[src/rtl/bcd_entry_reg.sv]
// bcd_entry_reg
//
// Purpose:
//   Turns raw push-button presses into a calculator-style packed-BCD entry
//   register. Each button is synchronized, rising edges are detected, and the
//   accepted digits are shifted in from the right. The block also supports
//   backspace and clear. A short lockout after each accepted event rejects
//   crude contact bounce.
//
// Ports:
//   hz100      in   system clock; all state updates on its rising edge
//   reset      in   synchronous, active-high reset
//   dig_pb     in   raw digit buttons, bit i = digit i
//   bksp_pb    in   raw backspace button
//   clr_pb     in   raw clear button
//   value      out  packed BCD entry, digit 0 (least significant) in [3:0]
//   count      out  number of digits entered, 0..NDIG
//   full       out  count == NDIG
//   strobe     out  one-cycle pulse after each accepted event
//   last_digit out  most recently accepted digit code

module bcd_entry_reg #(
  parameter int NDIG    = 8,
  parameter int LOCKOUT = 3
) (
  input  logic                hz100,
  input  logic                reset,
  input  logic [9:0]          dig_pb,
  input  logic                bksp_pb,
  input  logic                clr_pb,
  output logic [4*NDIG-1:0]   value,
  output logic [3:0]          count,
  output logic                full,
  output logic                strobe,
  output logic [3:0]          last_digit
);

  localparam int              VW        = 4 * NDIG;
  localparam int              LW        = (LOCKOUT > 0) ? $clog2(LOCKOUT + 1) : 1;
  localparam logic [LW-1:0]   LOCK_LOAD = LW'(LOCKOUT);
  localparam logic [3:0]      NDIG_C    = 4'(NDIG);

  // Button vector layout: [11] clear, [10] backspace, [9:0] digits.
  localparam int CLR_BIT  = 11;
  localparam int BKSP_BIT = 10;

  logic [11:0]   raw;
  logic [11:0]   s1_q, s1_d;
  logic [11:0]   s2_q, s2_d;
  logic [11:0]   s3_q, s3_d;
  logic [11:0]   edges;

  logic [VW-1:0] value_q, value_d;
  logic [3:0]    count_q, count_d;
  logic [3:0]    last_q, last_d;
  logic          strobe_q, strobe_d;
  logic [LW-1:0] lock_q, lock_d;

  logic          dig_hit;
  logic [3:0]    dig_sel;

  assign raw   = {clr_pb, bksp_pb, dig_pb};
  assign s1_d  = raw;
  assign s2_d  = s1_q;
  assign s3_d  = s2_q;
  assign edges = s2_q & ~s3_q;

  // Lowest-index digit edge wins; scanning downward lets the smallest index
  // overwrite any larger one found earlier.
  always_comb begin
    dig_hit = 1'b0;
    dig_sel = 4'd0;
    for (int i = 9; i >= 0; i--) begin
      if (edges[i]) begin
        dig_hit = 1'b1;
        dig_sel = 4'(i);
      end
    end
  end

  // Only one event per cycle, clear > backspace > digit. Lower-priority
  // edges in the same cycle are simply dropped. Ignored events (backspace
  // when empty, digit when full) neither strobe nor load the lockout.
  always_comb begin
    value_d  = value_q;
    count_d  = count_q;
    last_d   = last_q;
    strobe_d = 1'b0;
    lock_d   = (lock_q != '0) ? lock_q - LW'(1) : lock_q;

    if (lock_q == '0) begin
      if (edges[CLR_BIT]) begin
        value_d  = '0;
        count_d  = 4'd0;
        strobe_d = 1'b1;
        lock_d   = LOCK_LOAD;
      end else if (edges[BKSP_BIT]) begin
        if (count_q != 4'd0) begin
          value_d  = value_q >> 4;
          count_d  = count_q - 4'd1;
          strobe_d = 1'b1;
          lock_d   = LOCK_LOAD;
        end
      end else if (dig_hit && (count_q < NDIG_C)) begin
        value_d  = (value_q << 4) | VW'(dig_sel);
        count_d  = count_q + 4'd1;
        last_d   = dig_sel;
        strobe_d = 1'b1;
        lock_d   = LOCK_LOAD;
      end
    end
  end

  // During reset the synchronizer keeps sampling the buttons and s3 is
  // loaded with the same value as s2, so a button held across reset looks
  // "already high" and produces no edge until it is released and re-pressed.
  always_ff @(posedge hz100) begin
    if (reset) begin
      s1_q     <= s1_d;
      s2_q     <= s2_d;
      s3_q     <= s2_d;
      value_q  <= '0;
      count_q  <= 4'd0;
      last_q   <= 4'd0;
      strobe_q <= 1'b0;
      lock_q   <= '0;
    end else begin
      s1_q     <= s1_d;
      s2_q     <= s2_d;
      s3_q     <= s3_d;
      value_q  <= value_d;
      count_q  <= count_d;
      last_q   <= last_d;
      strobe_q <= strobe_d;
      lock_q   <= lock_d;
    end
  end

  assign value      = value_q;
  assign count      = count_q;
  assign full       = (count_q == NDIG_C);
  assign strobe     = strobe_q;
  assign last_digit = last_q;

endmodule

[config.mk]
export PLATFORM = sky130hd
export DESIGN_NAME = bcd_entry_reg
export DESIGN_NICKNAME = d
export VERILOG_FILES = /design/src/rtl/bcd_entry_reg.sv
export SDC_FILE = /design/constraint.sdc
export NUM_CORES = 1
export LEC_CHECK = 0
export CORE_ASPECT_RATIO = 1.1
export CORE_MARGIN = 2
export CORE_UTILIZATION = 46
export CTS_BUF_LIST = sky130_fd_sc_hd__clkbuf_8
export DETAILED_ROUTE_END_ITERATION = 8
export DONT_BUFFER_PORTS = 1
export PLACE_DENSITY = 0.66
export SLEW_MARGIN = 20
export SYNTH_ARGS = -nofsm -noshare
export SYNTH_HDL_FRONTEND = slang
export SYNTH_SLANG_ARGS = --single-unit
[constraint.sdc]
create_clock -name hz100 -period 4.8 [get_ports hz100]
set_input_delay 0.96 -clock hz100 [delete_from_list [all_inputs] [get_ports hz100]]
set_output_delay 0.96 -clock hz100 [all_outputs]
set_load 0.05 [all_outputs]
# == Yosys cells after proc, flatten, opt, wreduce, memory -nomap -nowiden ==
# Cells that the tools add are included.
# Widths: inputs -> output; s select.
# totals
output_inout_bits,42
wordCells,67
reg_bits,79
inputBits,14
# op_classes
reduce_logical,8
bitwise,6
eq_ne,2
n_addsub,3
n_mux,39
n_lt_le_gt_ge,1
# ops
operator,n
$mux 32,4
$mux 4,14
$or 32x4->32,1
$mux 1,14
$and 12x12->12,1
$mux 12,1
$mux 2,6
$not 12->12,1
$add 4x1->4 const B,1
$eq 4x4->1 const B,1
$lt 4x4->1 const B,1
$reduce_and 4->1,1
$reduce_bool 4->1,1
$sub 4x1->4 const B,1
$ne 3x1->1 const B,1
$not 1->1,3
$reduce_and 3->1,1
$reduce_bool 3->1,1
$logic_not 2->1,1
$reduce_bool 2->1,1
$reduce_or 2->1,1
$sub 2x1->2 const B,1
$logic_and 1x1->1,1

# == Depth between registers and ports, before layout ==
# logic_depth
ltp_word,17
ltp_mapped,11
depth_no_buf,9

# == Worst setup path before layout ==
# No wires, ideal clock.
# synth_timing
path_type,register to output
startpoint,register count_q[3] (netlist: count[3])
endpoint,output port full
path_slack_ps,1469
stages_incl_launch_ff,2
arrival_ps,2371
path_buffers,0
t_required_ps,3840
path_cell_list,dfxtp_1 > nor4b_1
# synth_via
elab_chain_len,1
# synth_lines
element,line_no,rtl
"start, declared",54,"logic [3:0] count_q, count_d;"
"start signal, assigned",132,count_q <= count_d;
$eq 4x4->1,141,assign full = (count_q == NDIG_C);
"end, declared",33,"output logic full,"
# Every way passes these cells.

# == Final worst setup path ==
# layout_timing
startpoint,register s3_q[10]
endpoint,register count_q[3] (netlist: count[3])
# layout_via
elab_chain_len,4
elab_cells_between_ends,7
classes_between,eq/ne (1); mux (2); bitwise (2); reduce/logical (2)
# layout_lines
element,line_no,rtl
"start, declared",50,"logic [11:0] s3_q, s3_d;"
"start signal, assigned",121,s3_q <= s2_d;
"start signal, assigned",130,s3_q <= s3_d;
$not 12->12 *,66,assign edges = s2_q & ~s3_q;
$and 12x12->12 *,66,
$ne 3x1->1 (no line) (tied with other cells),-,
$reduce_and 3->1 (no line) / $mux 4 (equally long branches),-,
# Every way passes the cells marked *; elsewhere a longest branch is shown, timed or not.
# A chain may end at the register's enable or synchronous reset.

==> results.sh <==
export IMPL_grt_first_pass_wirelength_um=10030
export IMPL_ys_types=48
export IMPL_fin_skew_ns=0.01248
export IMPL_gp_congestion=0.7864
export IMPL_synth_top_area_share_pct=51.93
export IMPL_yosysMostFrequentCell="nand2_1"
export IMPL_syn_nets=350
export IMPL_cp_arrival_ns=3.16
export IMPL_synth_edff_count=0
export IMPL_cp_data_required_time_ns=5.08
export IMPL_hold_slack_ns=0.3502
export IMPL_synth_cells=333
export IMPL_synth_seq_cells=79
export IMPL_port_buffers=0
export IMPL_drt_wl_total_um=6094
export IMPL_syn_area_mm2=0.003045
export IMPL_viasPerCell=5.398
export IMPL_initial_core_util_pct=46.74
export IMPL_ir_worst_vdd_mv=0.2208
export IMPL_cts_sinks=79
export IMPL_ys_seq_area_share_pct=51.93
export IMPL_setup_viol=0
export IMPL_async_flop_share_pct=0
export IMPL_slowest_delay_ns=0.56
export IMPL_ioPinCount=56
export IMPL_end_kind="flip-flop"
export IMPL_critPathMaxFanout=42
export IMPL_synth_common_cells="83 x nand2_1, 79 x dfxtp_1, 41 x nor2_1"
export IMPL_first_pass_iters=4
export IMPL_syn_avg_cell_area_um2=9.145
export IMPL_postCtsSetupBuffers=0
export IMPL_cts_tree="done"
export IMPL_hold_class="flip-flop to flip-flop"
export IMPL_root_buffer="clkbuf_8"
export IMPL_max_freq_ghz=0.3476
export IMPL_diodes=0
export IMPL_ctsResizeCount=0
export IMPL_track_usage_pct=18.21
export IMPL_nFillCells=636
export IMPL_htree_levels=3
export IMPL_synth_area_leaders="dfxtp_1 52%, nand2_1 10%, a22oi_1 7.4%, nor2_1 5.1%, mux2_2 4.1%"
export IMPL_placed_area_mm2=0.003077
export IMPL_num_vias=2240
export IMPL_power_static_leakage_nw=1.309
export IMPL_die_area_mm2=0.007288
export IMPL_grt_antenna_before_repair=0
export IMPL_cts_made_buffers=9
export IMPL_path_cells="nand2b_2 > inv_2 > o41ai_1 > a31o_2 > or4_1 > a21oi_1"
export IMPL_ctsHoldBuffers=0
export IMPL_clk_latency_ns=0.35
export IMPL_tightest_slew_ns=0.8134
export IMPL_period_minus_slack_ns=2.877
export IMPL_tns_ns=0
export IMPL_fin_nets=345
export IMPL_critPathBufInv=1
export IMPL_grt_max_degree=57
export IMPL_rsz0062_at_grt="false"
export IMPL_die_h_um=89.34
export IMPL_crit_type="flip-flop to flip-flop"
export IMPL_wl_per_cell_um=14.68
export IMPL_maxCapViolCount=0
export IMPL_postRouteAntennaNets=0
export IMPL_drt_iter0_drc=118
export IMPL_synth_flop_cell="dfxtp_1"
export IMPL_grt_pass1_vias=2142
export IMPL_drc=0
export IMPL_start_kind="flip-flop"
export IMPL_dpl_hpwl_um=4152
export IMPL_crit_family="simple AND/OR/NAND/NOR gates"
export IMPL_slowest_stage="inv_2"
export IMPL_core_area_mm2=0.006516
export IMPL_multiInputGateArea_mm2=0.001355
export IMPL_powerDensity_mw_per_mm2=417.0
export IMPL_area_growth_synth_to_final_pct=6.984
export IMPL_overflow=0
export IMPL_clk_pin_slew_ns=0.08
export IMPL_slew_limit_headroom_pct=45.77
export IMPL_final_max_slew_viol_count=0
export IMPL_std_cell_rows=31
export IMPL_final_area_mm2=0.003258
export IMPL_period_share_pct=59.94
export IMPL_ys_warn_count=0
export IMPL_outcome="finished clean"
export IMPL_yosysTopAreaCell="dfxtp_1"
export IMPL_clk_path_buf_depth=2
export IMPL_hold_viol=0
export IMPL_seq_area_mm2=0.001582
export IMPL_die_x_um=81.58
export IMPL_drive_above_1_share_pct=13.21
kinds of logic (layout without fill, tap and decap cells):
logic type	Yosys count	after routing	share of synthesized area, %
fa+ha+maj	3	3	1.479
compound gates	56	56	14.30
simple gates	154	154	22.56
buf+inv	24	24	3.780
mux	15	15	5.382
xor+xnor	2	2	0.5753
flops	79	79	51.93
registers in the layout (all words and copies together), names as in the netlist:
register,count
s2_q,12
value,32
count,4
s3_q,12
s1_q,12
lock_q,2
last_digit,4
strobe,1
power breakdown:
| part | switching (mW) | internal [mW] | total (mW) | leakage, nW |
|---|---|---|---|---|
| logic | 0.105 | 0.0575 | 0.162 | 0.564 |
| clock network | 0.238 | 0.203 | 0.441 | 0.0926 |
| registers | 0.0667 | 0.689 | 0.756 | 0.652 |
layer usage:
metal,vias to the layer above,global-route usage (%),part of all wire (%)
met1,1053,19.66,43
met3,7,8.384,7.4
met2,61,30.70,48
met5,-,0,0
met4,0,7.879,1.1
li1,1119,-,-
worst reg2reg max path, delay by kind of cell, from the launching register on:
family                 cells  cell delay [ns]
AO/OA/AOI/OAI              3             0.94
buffers and inverters      1             0.57
flip-flops                 1             0.30
AND/OR/NAND/NOR            2             1.01
area by class of cell:
class / instances / area share [%]
Sequential cell: 79 / 48.54
Multi-Input combinational cell: 230 / 41.59
Clock buffer: 10 / 4.224
Tap cell: 82 / 3.149
Clock inverter: 6 / 1.344
Inverter: 6 / 0.6912
Timing Repair Buffer: 2 / 0.4608
path summary, 6_finish.rpt:
kind | startpoint | end | slack [ns] | depth (start not counted)
setup / recovery | s3_q[10]$_DFF_P_ | count[3]$_SDFFE_PP0P_ | 1.92 | 6
hold / removal | s1_q[5]$_DFF_P_ | s2_q[5]$_DFF_P_ | 0.35 | 0
setup reg to reg | s3_q[10]$_DFF_P_ | count[3]$_SDFFE_PP0P_ | 1.92 | 6
hold reg to reg | s1_q[5]$_DFF_P_ | s2_q[5]$_DFF_P_ | 0.35 | 0
through the flow:
step	power, mW	setup slack (ns)	util, %	cells
2_1_floorplan	0.9177	1.469	-	333
3_3_place_gp	0.9301	2.025	47.22	399
3_5_place_dp	0.9339	1.973	47.22	399
4_1_cts	1.377	1.930	50.00	415
5_1_grt	1.428	1.676	50.00	415
6_report	1.359	1.923	50.00	415
layout by cell type, fill, tap and decap left out, types with 3 or more instances in the layout:
cell       n
nand2_1   83
dfxtp_1   79
nor2_1    41
a22oi_1   30
mux2_2    11
clkbuf_8  10
a21oi_1    7
nand2b_1   6
inv_1      5
nor2b_1    5
nand2b_2   4
mux2i_1    4
o21ai_0    3
Note: power is estimated with default switching activity, not from simulation.
